## src/rtl/fetch_queue.sv

```systemverilog
// ---------------------------------------------------------------------------
// fetch_queue
//   Instruction prefetch buffer between fetch and decode. Holds up to DEPTH
//   {inst, pc} entries so fetch can run ahead while decode is stalled.
//   A redirect (i_flush) discards every entry. When empty, the head presents
//   a NOP bubble with pc/pc_inc forced to zero.
//
//   Ports
//     clk, reset          rising-edge clock, async active-high reset
//     i_valid/i_inst/i_pc fetch-side push request and payload
//     o_ready             queue can take a push (registered occupancy only)
//     o_valid/o_inst/o_pc head entry toward decode (NOP / 0 when empty)
//     o_pc_inc            head pc + 4, wraps at 2^XLEN (0 when empty)
//     i_stall             decode holds the head this cycle
//     i_flush             redirect, empties the queue; wins over push/pop
//     o_count             current occupancy
//     o_flush_cnt         saturating count of flushes that dropped >=1 entry
// ---------------------------------------------------------------------------
module fetch_queue #(
    parameter int unsigned     XLEN     = 32,
    parameter int unsigned     DEPTH    = 4,
    parameter logic [XLEN-1:0] NOP_INST = XLEN'(32'h0000_0013),
    parameter int unsigned     CNT_W    = 16
) (
    input  logic                     clk,
    input  logic                     reset,
    input  logic                     i_valid,
    input  logic [XLEN-1:0]          i_inst,
    input  logic [XLEN-1:0]          i_pc,
    output logic                     o_ready,
    output logic                     o_valid,
    output logic [XLEN-1:0]          o_inst,
    output logic [XLEN-1:0]          o_pc,
    output logic [XLEN-1:0]          o_pc_inc,
    input  logic                     i_stall,
    input  logic                     i_flush,
    output logic [$clog2(DEPTH):0]   o_count,
    output logic [CNT_W-1:0]         o_flush_cnt
);

    localparam int unsigned PTR_W = $clog2(DEPTH);
    localparam int unsigned OCC_W = $clog2(DEPTH) + 1;

    localparam logic [OCC_W-1:0] FULL_CNT = OCC_W'(DEPTH);
    localparam logic [CNT_W-1:0] FLUSH_MAX = {CNT_W{1'b1}};

    // Pointer arithmetic relies on natural wrap, so DEPTH must be a power of two.
    if ((DEPTH < 2) || ((DEPTH & (DEPTH - 1)) != 0)) begin : g_depth_check
        $error("fetch_queue: DEPTH must be a power of two and >= 2");
    end

    typedef struct packed {
        logic [XLEN-1:0] inst;
        logic [XLEN-1:0] pc;
    } entry_t;

    entry_t             mem_q [DEPTH];
    logic [PTR_W-1:0]   rd_ptr_q, rd_ptr_d;
    logic [PTR_W-1:0]   wr_ptr_q, wr_ptr_d;
    logic [OCC_W-1:0]   count_q, count_d;
    logic [CNT_W-1:0]   flush_cnt_q, flush_cnt_d;

    logic               empty;
    logic               full;
    logic               push;
    logic               pop;
    entry_t             head;

    // Occupancy flags come only from registered state.
    assign empty = (count_q == '0);
    assign full  = (count_q == FULL_CNT);

    // A pop never frees a slot for a push in the same cycle (no pass-through).
    assign push = i_valid & ~full & ~i_flush;
    assign pop  = ~empty & ~i_stall & ~i_flush;

    // Next-state for pointers, occupancy and flush statistics.
    always_comb begin
        rd_ptr_d    = rd_ptr_q;
        wr_ptr_d    = wr_ptr_q;
        count_d     = count_q;
        flush_cnt_d = flush_cnt_q;

        if (i_flush) begin
            rd_ptr_d = '0;
            wr_ptr_d = '0;
            count_d  = '0;
            if (!empty && (flush_cnt_q != FLUSH_MAX)) begin
                flush_cnt_d = flush_cnt_q + CNT_W'(1);
            end
        end else begin
            if (push) begin
                wr_ptr_d = wr_ptr_q + PTR_W'(1);
            end
            if (pop) begin
                rd_ptr_d = rd_ptr_q + PTR_W'(1);
            end
            unique case ({push, pop})
                2'b10:   count_d = count_q + OCC_W'(1);
                2'b01:   count_d = count_q - OCC_W'(1);
                default: count_d = count_q;
            endcase
        end
    end

    // Control state register.
    always_ff @(posedge clk or posedge reset) begin
        if (reset) begin
            rd_ptr_q    <= '0;
            wr_ptr_q    <= '0;
            count_q     <= '0;
            flush_cnt_q <= '0;
        end else begin
            rd_ptr_q    <= rd_ptr_d;
            wr_ptr_q    <= wr_ptr_d;
            count_q     <= count_d;
            flush_cnt_q <= flush_cnt_d;
        end
    end

    // Entry storage; contents are don't-care until written, so no reset.
    always_ff @(posedge clk) begin
        if (push && !reset) begin
            mem_q[wr_ptr_q] <= '{inst: i_inst, pc: i_pc};
        end
    end

    assign head = mem_q[rd_ptr_q];

    // Head view toward decode; an empty queue shows a bubble.
    always_comb begin
        o_inst   = NOP_INST;
        o_pc     = '0;
        o_pc_inc = '0;
        if (!empty) begin
            o_inst   = head.inst;
            o_pc     = head.pc;
            o_pc_inc = head.pc + XLEN'(4);
        end
    end

    assign o_ready     = ~full;
    assign o_valid     = ~empty;
    assign o_count     = count_q;
    assign o_flush_cnt = flush_cnt_q;

endmodule

```

## config.mk

```make
export PLATFORM = sky130hd
export DESIGN_NAME = fetch_queue
export DESIGN_NICKNAME = d
export VERILOG_FILES = /design/src/rtl/fetch_queue.sv
export SDC_FILE = /design/constraint.sdc
export NUM_CORES = 1
export LEC_CHECK = 0
export CORE_MARGIN = 2
export CORE_UTILIZATION = 34
export CTS_BUF_LIST = sky130_fd_sc_hd__clkbuf_4 sky130_fd_sc_hd__clkbuf_8
export DETAILED_ROUTE_END_ITERATION = 12
export HOLD_SLACK_MARGIN = 0.03
export PLACE_DENSITY = 0.66
export SYNTH_ARGS = -nofsm -noshare
export SYNTH_HDL_FRONTEND = slang
export SYNTH_SLANG_ARGS = --single-unit
```

## constraint.sdc

```tcl
create_clock -name clk -period 19.2 [get_ports clk]
set_input_delay 2.88 -clock clk [delete_from_list [all_inputs] [get_ports clk]]
set_output_delay 2.88 -clock clk [all_outputs]
set_load 0.005 [all_outputs]
```

Yosys cells after proc, flatten, opt, wreduce, memory -nomap -nowiden

Memories as Yosys holds them, arrays and structs flattened.
Index checks and enable logic that the tools add are counted.

Add/subtract/negate cells: 6
Equal/unequal tests: 4
Mux-type cells: 11
Bitwise operators: 8
Reduce and logical (&&, ||, !) cells: 9

Operators by type and width:

| operator                                                           | count |
|---|---|
| 32-bit 2-to-1 mux                                                  | 3 |
| 32-bit by 3-bit adder with 32-bit output, second input constant    | 1 |
| 16-bit by 1-bit adder with 16-bit output, second input constant    | 1 |
| 16-bit inequality test, second input constant                      | 1 |
| 2-bit 2-to-1 mux                                                   | 4 |
| 3-bit one-hot mux with 2 select lines                              | 1 |
| 2-bit by 1-bit adder with 2-bit output, second input constant      | 2 |
| 1-bit bitwise AND                                                  | 4 |
| 1-bit NOT                                                          | 4 |
| 2-bit nonzero test                                                 | 2 |
| 3-bit by 1-bit adder with 3-bit output, second input constant      | 1 |
| 3-bit == test, second input constant                               | 1 |
| 3-bit zero test                                                    | 1 |
| 3-bit 2-to-1 mux                                                   | 1 |
| 3-bit nonzero test                                                 | 1 |
| 3-bit by 1-bit subtractor with 3-bit output, second input constant | 1 |
| 2-bit by 1-bit == test with 1-bit output, second input constant    | 1 |
| 2-bit == test, second input constant                               | 1 |
| 1-bit logical AND                                                  | 2 |
| 1-bit zero test                                                    | 2 |
| 1-bit 2-to-1 mux                                                   | 2 |
| 2-bit AND reduction                                                | 1 |

Register bits: 23
Memory bits (writable): 256
Input port bits: 69
Output and inout port bits: 117
Word-level logic and storage cells: 43
Memories: 1

Memory list:

| memory | words | width | rd ports | clocked after Yosys merged registers in | wr ports | line | RTL |
|---|---|---|---|---|---|---|---|
| mem_q  | 4     | 64    | 1        | 0                                       | 1        | 57   | `entry_t mem_q [DEPTH];` |

Longest topological paths before layout

Depth after elaboration: 7
Depth in mapped cells: 9
Depth with buffers taken out: 7

Worst setup path before layout

OpenSTA, ideal clock, no wires.

Kind: input-to-reg
Start point: input i_flush
End point: memory mem_q[1][0] (netlist name) (enable)
Setup time: 670 ps
Arrival time: 9768 ps
Required time: 18530 ps
Path slack: 8763 ps
Cell stages on the path: 2
Path buffers: 1
Path through: clkbuf_1 > nor4b_1

Longest elaborated chain between the ends: 5

RTL lines:

| what                                   | line | RTL |
|---|---|---|
| start: declaration                     | 36   | `input logic i_flush,` |
| 1-bit NOT                              | 74   | `assign push = i_valid & ~full & ~i_flush;` |
| 1-bit bitwise AND                      | 74   |  |
| 1-bit logical AND                      | 123  | `if (push && !reset) begin` |
| 1-bit 2-to-1 mux                       | 123  |  |
| 1-bit 2-to-1 mux (implied by the code) | 124  | `mem_q[wr_ptr_q] <= '{inst: i_inst, pc: i_pc};` |
| end: declaration                       | 57   |  |

No other way between the ends.

Worst setup path in the final report

Start point: register rd_ptr_q[1]
End point: output o_pc_inc[26]

Longest elaborated chain between the ends: 3

RTL lines:

| what                                     | line | RTL |
|---|---|---|
| start: declaration                       | 58   | `logic [PTR_W-1:0] rd_ptr_q, rd_ptr_d;` |
| start signal: assignment                 | 114  | `rd_ptr_q <= rd_ptr_d;` |
| memory read 4 x 64 bit                   | -    |  |
| 32-bit by 3-bit adder with 32-bit output | 138  | `o_pc_inc = head.pc + XLEN'(4);` |
| 32-bit 2-to-1 mux                        | 135  | `if (!empty) begin` |
| end: declaration                         | 34   | `output logic [XLEN-1:0] o_pc_inc,` |

No other way between the ends.

==> reports/results.tsv <==
metric	value	unit
status	completed	
period_minus_slack	7130	ps
synth_ff_type	edfxtp_1	
drt_iter0_markers	298	
arrival	4250	ps
endpoint	o_pc_inc[26]	
start_util	34.7	%
synth_area	11700	um^2
synth_area_leaders	edfxtp_1 66%, mux4_2 11%, dfrtp_1 4.9%	
die-area	35900	um^2
die_h	189	um
die_x	189	um
clock_latency	550	ps
start_kind	flip-flop	
post_cts_resized	0	
track_usage	14.2	%
grt_overflow	0	
ant_nets	0	
rows	67	
reg2reg_depth	4	
final_nets	941	
dp.cells	1264	
core	33700	um^2
critPathMaxFanout	65	
r2r_start	o_count[0]$_DFFE_PP0P_	
cts_buffer_depth	3	
place_ws	12530	ps
relSlewSlack	25.0	%
clock_skew	25.7	ps
drv_cap	0	
io_pins	186	
gp_congestion	0.765	
timing.fmax	140	MHz
clock_sinks	279	
fin_cells	1351	
drive_above_1_share	16.9	%
area_growth	27.3	%
hold_depth	1	
io_buffers	185	
wl	25.5	mm
ys_ff_latch	279	
min-delay-path-class	reg2reg	
hpwl	15.2	mm
yosysWarnings	0	
postLayoutSetupSlackWorst	12070	ps
drv_slew	0	
peakVddDrop	70.8	uV
r2r_slack	16600	ps
end_kind	output pin	
cts_max_level	2	
post-route-drc-count	0	
power_per_cell_area	126	nW/um^2
fillers	2983	
timing.final.crit_share	37.1	%
setup_viol	0	
tightest_slew	1110	ps
root_buffer	clkbuf_8	
startpoint	rd_ptr_q[1]$_DFFE_PP0P_	
yosysTopAreaCell	edfxtp_1	
dr.pass1.iters	7	
vias_per_cell	4.88	
antenna_found_initial	0	
ys_types	48	
synth-edff-count	256	
cp.required	16320	ps
grt_max_degree	66	
r2r-end	mem_q[3][20]$_DFFE_PP_	
syn_inst	655	
synth.avg_cell_area	17.9	um^2
syn_nets	731	
leakage	4.85	nW
post_drt_wl_per_cell	18.9	um
finalHoldViolations	0	
cts.reportedPaths.clkPinSlew	70	ps
yosysSeqAreaShare	70.6	%
grt_pass1_wl	39.1	mm
synth_top_area_share	65.7	%
holdBufCountCts	0	
cts_setup_buffers	0	
criticalPathCategory	reg2out	
numCtsBuffers	47	
tns	0	ps
rsz0062_at_grt	no	
async_reset_ff_share	8.24	%
vias	6594	
first_global_vias	6897	
cts_tree	done	
registers in the layout (all words and copies together) (netlist names):
register,cells
mem_q,256
o_count,3
wr_ptr_q,2
rd_ptr_q,2
o_flush_cnt,16
cell usage after synthesis (3+ instances only):
cell,instances
mux4_2,56
or2_2,3
dfrtp_1,23
buf_2,8
edfxtp_1,256
nor4_1,6
clkbuf_1,13
o21ai_0,9
xnor2_1,9
or3_1,9
mux4_1,8
nor4b_1,4
inv_1,14
ha_1,6
mux2_1,7
nand4_1,7
a21oi_1,13
xor2_1,21
and4_1,5
nor2_1,35
nand3_1,13
buf_4,3
and2_1,58
nor3_1,16
nand2_1,22
logic make-up after synthesis:
| kind of cell | count (synthesis) | synth area share, % |
|---|---|---|
| DFF | 279 | 70.6 |
| and+or+nand+nor | 190 | 9.26 |
| muxes | 73 | 13.4 |
| buffers and inverters | 45 | 2.06 |
| AOI/OAI and AO/OA | 31 | 1.54 |
| xor gates and xnor gates | 30 | 2.25 |
| adders and majority gates | 7 | 0.813 |
cells in the final DEF (no fill, tap or decap), types with 4 or more instances in the layout:
cell type	instances
a21oi_1	13
and2_1	58
and4_1	5
buf_4	7
clkbuf_4	8
clkbuf_8	47
clkdlybuf4s50_1	185
clkinv_1	17
clkinv_2	10
dfrtp_1	21
edfxtp_1	256
ha_1	6
inv_1	13
mux2_1	7
mux4_1	8
mux4_2	56
nand2_1	22
nand3_1	13
nand4_1	7
nor2_1	35
nor3_1	15
nor4_1	6
nor4b_2	4
o21ai_0	9
or3_1	9
xnor2_1	9
xor2_1	21
where the power goes:
group / internal, mW / total, mW / switching (mW)
Clock: 0.260 / 0.492 / 0.233
Sequential: 0.691 / 0.736 / 0.0450
Combinational: 0.376 / 0.646 / 0.270
worst max-delay path, cell delays in order (launching register included):
cell	delay, ps
dfrtp_4	1080
mux4_2	410
ha_1	210
nand3_2	170
or4_1	760
nor3_1	260
mux2_1	350
clkdlybuf4s50_1	450
routing by layer:
metal | part of all wire, % | global-route usage [%]
met1 | 44 | 18.4
met2 | 48 | 23.7
met3 | 5.7 | 3.00
met4 | 2.1 | 4.74
met5 | 0 | 0
final cells by class:
| type | instances | area [um^2] | area share, % |
|---|---|---|---|
| clock buffer | 55 | 707 | 4.75 |
| clock inverter | 31 | 170 | 1.14 |
| timing repair buffer | 192 | 1900 | 12.8 |
| multi-input combinational | 331 | 3220 | 21.6 |
| antenna | 1 | 2.50 | 0.0168 |
| tap | 448 | 561 | 3.76 |
| sequential | 279 | 8270 | 55.5 |
| inverter | 14 | 52.6 | 0.353 |
through the flow:
step                      total power, mW  util [%]  instance area, um^2  hold WS (ps)
after floorplan                      1.07         -                11700           478
after global placement               1.40      41.6                14000           478
after detailed placement             1.41      41.6                14000           476
after CTS                            1.91      44.2                14900           489
after global routing                 1.98      44.2                14900           517
final                                1.87      44.2                14900           489
how the worst min path moves through the flow:
| stage | from | to | slack [ps] |
|---|---|---|---|
| floorplan | o_flush_cnt[7]$_DFFE_PP0P_ | o_flush_cnt[7]$_DFFE_PP0P_ | 480 |
| global placement | o_flush_cnt[7]$_DFFE_PP0P_ | o_flush_cnt[7]$_DFFE_PP0P_ | 480 |
| detailed placement | o_flush_cnt[7]$_DFFE_PP0P_ | o_flush_cnt[7]$_DFFE_PP0P_ | 480 |
| CTS | o_flush_cnt[7]$_DFFE_PP0P_ | o_flush_cnt[7]$_DFFE_PP0P_ | 490 |
| global route | o_flush_cnt[10]$_DFFE_PP0P_ | o_flush_cnt[10]$_DFFE_PP0P_ | 520 |
| finish | o_flush_cnt[7]$_DFFE_PP0P_ | o_flush_cnt[7]$_DFFE_PP0P_ | 490 |
Note: power is estimated with default switching activity, not from simulation.
==> RTL edit 1, RTL diff (config.mk and constraints unchanged) <==
Put one more register stage on the output `o_flush_cnt`, with the module's reset. The value now appears one clock later. The other outputs are not delayed to match.
--- a/src/rtl/fetch_queue.sv
+++ b/src/rtl/fetch_queue.sv
@@ -143,5 +143,11 @@
     assign o_valid     = ~empty;
     assign o_count     = count_q;
-    assign o_flush_cnt = flush_cnt_q;
+    always_ff @(posedge clk or posedge reset) begin
+        if (reset) begin
+            o_flush_cnt <= '0;
+        end else begin
+            o_flush_cnt <= flush_cnt_q;
+        end
+    end
 
 endmodule
Function: changed (Yosys sat finds a counterexample within 4 cycles, from zero or initial values and one cycle with reset high).
==> RTL edit 1 against the unedited design <==
Non-clock buffer count shrank 2. Final area grew 3.0%. Area after synthesis grew 3.4%. Combinational power grew 6.5%. First-iteration DRC count grew 35%. Sequential cell count grew 16. Total power grew 4.9%. Routed wire length grew 6.5%. Via count grew 2.3%. Clock power grew 5.3%. Cell count grew 1.9%. Worst setup slack lost 0.32 ns. Worst hold slack lost 0.064 ns. Critical endpoint unchanged. Largest cell class unchanged.
==> RTL edit 1: results (changes against the unedited design) <==
Worst setup path:
- The dominant delay contributor by cell family on the critical path is buffers and inverters.
- The slowest cell on the critical path is buf_4.
- The worst path arrival time was 4.57 ns (+0.32 ns).
- The cell count of the worst reg-to-reg path is 8 (+4).
- The delay of the slowest cell on the worst path came to 0.81 ns (-0.27 ns).
- The internal reg-to-reg setup slack was 16.15 ns (-0.45 ns).
- The maximum fanout encountered on the critical timing path is 47 (-28%).
- The worst register-to-register path ends at flush_cnt_q[6].
- The origin of the worst setup path is rd_ptr_q[0].

Logic synthesis:
- The fraction of the yosys area taken by sequential cells is 71.62% (+0.98 points).
- The share of synthesized flip-flops with an asynchronous set or reset came to 13.22% (+5.0 points).
- The net count of the mapped netlist is 741 (+1.4%).
- The average cell area after synthesis is 18.19 sq um (+1.9%).
- The fraction of synthesized area in multiplexers was 13.64% (+0.21 points).
- Ranked by total cell area, the synthesized netlist is headed by edfxtp_1 (64%), mux4_2 (10%), dfrtp_1 (8.1%), and2_1 (3.4%), mux4_1 (1.7%).
- Sorting the synthesized cells by how often they occur yields edfxtp_1 (256), and2_1 (65), mux4_2 (55).
- The xor/xnor share of the synthesized area was 2.245% (about the same).
- The area fraction in compound gates after synthesis is 0.8585% (-0.68 points).
- The number of distinct library cells after synthesis came to 46 (-4.2%).

Placed design:
- The placed cell area is 0.01441 sq mm (+2.8%).
- The number of cells after detailed placement came to 1,286 (+1.7%).
- The last weighted congestion value of the routability-driven placer is 0.7842 (+2.6%).

Min path:
- The hold path depth is 0 (-1).
- The startpoint identified for the worst hold timing path is flush_cnt_q[7].
- The endpoint of the worst hold path is o_flush_cnt[7].

Timing:
- The final-layout worst hold slack is 0.4252 ns (-0.06407 ns).
- The max-slew headroom at the worst pin is 27.75% (+2.7 points).
- The clock tree skew after final layout is 0.01634 ns (-0.009373 ns).

Cells and area:
- The fill cell instance count of the final layout is 3,113 (+4.4%).
- The count of nets after finishing came to 952 (+1.2%).
- The non-filler instance count after layout is 1,376 (+1.9%).
- The share of post-route cells with drive strength above 1 is 18.82% (+2.0 points).

Status:
- The flow ran to the end, and the final reports show no timing, DRC or antenna violations.

Clocking:
- Clock tree synthesis selected as its root buffer the cell clkbuf_8.
- The number of buffers created by CTS was 49 (+4.3%).

GRT:
- The number of global-route vias before repair is 7,066 (+2.5%).
- The total routing resource utilization after global routing is 14.67% (+0.51 points).
- The global-route wire length before repair came to 40,710 um (+4.1%).
- The number of antenna violations at the first check in global routing is 3 (+3).

Pwr:
- The worst voltage drop across the vdd grid is 73.01 uV (+3.1%).

Detailed routing:
- The number of optimization iterations in the first detailed-route pass is 6 (-1).
- The wire length per cell after detailed routing is 19.73 um (+4.5%).
- The initial detailed-routing violation count is 401 (+35%).
[RTL edit 1: report_power, final]
group | internal [mW] | total (mW) | switching, mW
Clock | 0.279 | 0.518 | 0.239
Sequential | 0.730 | 0.761 | 0.0309
Combinational | 0.385 | 0.688 | 0.303
[RTL edit 1: final cells by class]
type | count | area (sq um) | share of cell area (%)
Sequential cell | 295 | 8671 | 56.53
Clock buffer | 62 | 772.0 | 5.033
Antenna cell | 1 | 2.502 | 0.01632
Multi-Input combinational cell | 333 | 3246 | 21.16
Clock inverter | 27 | 153.9 | 1.003
Timing Repair Buffer | 190 | 1889 | 12.32
Inverter | 7 | 26.28 | 0.1713
Tap cell | 461 | 576.8 | 3.761
[RTL edit 1: metal layers]
metal	vias to the layer above	wire length [um]	global-route usage [%]
met1	3422	11640	18.66
li1	3039	-	-
met2	230	13080	24.59
met5	-	13	0
met4	2	583	4.463
met3	54	1842	3.837
==> RTL edit 2, RTL diff (same settings) <==
Made on the original files. Set the parameter `CNT_W` to 14 (it was 16).
--- a/src/rtl/fetch_queue.sv
+++ b/src/rtl/fetch_queue.sv
@@ -21,5 +21,5 @@
     parameter int unsigned     DEPTH    = 4,
     parameter logic [XLEN-1:0] NOP_INST = XLEN'(32'h0000_0013),
-    parameter int unsigned     CNT_W    = 16
+    parameter int unsigned     CNT_W    = 14
 ) (
     input  logic                     clk,
Ports: changed (resized o_flush_cnt); port bits go from 186 to 184. The function was not compared with the original's and may differ.
==> RTL edit 2 against the unedited design <==
Final area decreased by 1.4%. Worst setup slack got worse by 0.49 ns. Area after synthesis decreased by 1.7%. Routed wire length decreased by 1.7%. Total power decreased by 0.16%. Critical endpoint unchanged. Largest power group unchanged. Sequential cell count decreased by 2. Count of clock-buffer cells in the layout increased by 10.
==> RTL edit 2: results (changes against the unedited design) <==
Worst setup path:
- The dominant delay contributor by cell family on the critical path is buffers and inverters.
- In this run the critical register-to-register path is captured at o_flush_cnt[7].
- On the critical path, the stage with the largest delay is an instance of buf_4.
- The worst path arrival time is 4.74 ns (+0.49 ns).
- The internal reg-to-reg setup slack was 16.43 ns (-0.17 ns).
- The cell count of the worst reg-to-reg path is 7 (+3).
- The delay of the slowest cell on the worst path was 0.80 ns (-0.28 ns).
- The maximum fanout encountered on the critical timing path is 44 (-32%).
- The origin of the worst setup path is rd_ptr_q[0].

Logic synthesis:
- By area the synthesized netlist is led by edfxtp_1 (67%), mux4_2 (12%), dfrtp_1 (4.6%), and2_1 (3.6%), xor2_1 (1.5%).
- The number of distinct library cells after synthesis is 41 (-15%).

Placed design:
- The placed cell area is 0.01377 sq mm (-1.7%).
- The number of port buffers was 183 (-1.1%).
- The last weighted congestion value of the routability-driven placer is 0.7944 (+3.9%).

Min path:
- The worst hold path begins at o_flush_cnt[5].

Detailed routing:
- The number of optimization iterations in the first detailed-route pass is 4 (-3).
- The via count normalized by instance count came to 4.829 (-1.1%).
- The initial detailed-routing violation count came to 276 (-7.4%).

GRT:
- The total routing resource utilization after global routing is 14.23% (+0.072 points).
- The pin count of the biggest net entering global routing is 65 (-1.5%).

Pwr:
- The worst voltage drop across the vdd grid is 68.23 uV (-3.6%).
- The cell area power density is 127.5 mW/mm^2 (+1.3%).
- The static leakage power came to 4.753 nW (-2.0%).

Clocking:
- The number of buffers created by CTS came to 46 (-2.1%).

Cells and area:
- The diode insertion count for antenna repair came to 0 (-1).
- The share of post-route cells with drive strength above 1 was 18.43% (+1.6 points).
- The count of nets after finishing is 909 (-3.4%).

Timing:
- The transition time at the pin with the least slew margin is 1.041 ns (-0.07356 ns).
- The final worst setup slack is 11.58 ns (-0.4895 ns).

Status:
- The flow ran to the end, and the final reports show no timing, DRC or antenna violations.
==> RTL edit 2: changes by cell type in the layout (fill, tap and decap cells not counted), sizes merged, moves of 6 or more <==
cell,change
clkinv,-12
nor3,-11
nor4,-6
clkbuf,+10
nand2,-9
nor2,-7
and2,+10
==> RTL edit 2: metal layers <==
layer | vias to the layer above | part of all wire, % | GRT usage, %
met3 | 49 | 5.9 | 3.706
met2 | 195 | 48 | 23.46
met4 | 2 | 1.9 | 4.240
li1 | 2911 | - | -
met5 | - | 0.052 | 0
met1 | 3198 | 44 | 18.55
==> RTL edit 2: logic make-up (layout without fill, tap and decap cells) <==
family	Yosys count	in the layout	share of synthesized area, %
simple gates	174	174	8.976
fa+ha+maj	7	7	0.8269
buf+inv	40	279	1.784
compound gates	32	32	1.654
mux	68	68	12.98
flops	277	277	71.42
xor+xnor	31	31	2.361
==> RTL edit 2: cell type report <==
| cell class | instances | area, sq um |
|---|---|---|
| fill | 2911 | 18770 |
| sequential | 277 | 8220 |
| multi-input combinational | 312 | 3097 |
| timing repair buffer | 187 | 1862 |
| clock buffer | 65 | 782.0 |
| tap | 448 | 560.5 |
| clock inverter | 18 | 123.9 |
| inverter | 9 | 33.78 |
==> RTL edit 2: power by group <==
group          total [mW]  internal [mW]  switching, mW
clock network       0.506          0.278          0.228
logic               0.649          0.372          0.277
registers           0.717          0.687         0.0301
==> RTL edit 2: worst register-to-register path, stage by stage (launching register included) <==
cell and delay (ns):
dfrtp_1 0.46, nor3_2 0.10, inv_2 0.46, buf_4 0.43
nand2_1 0.16, a311oi_1 0.69, and3_1 0.27, xor2_1 0.14
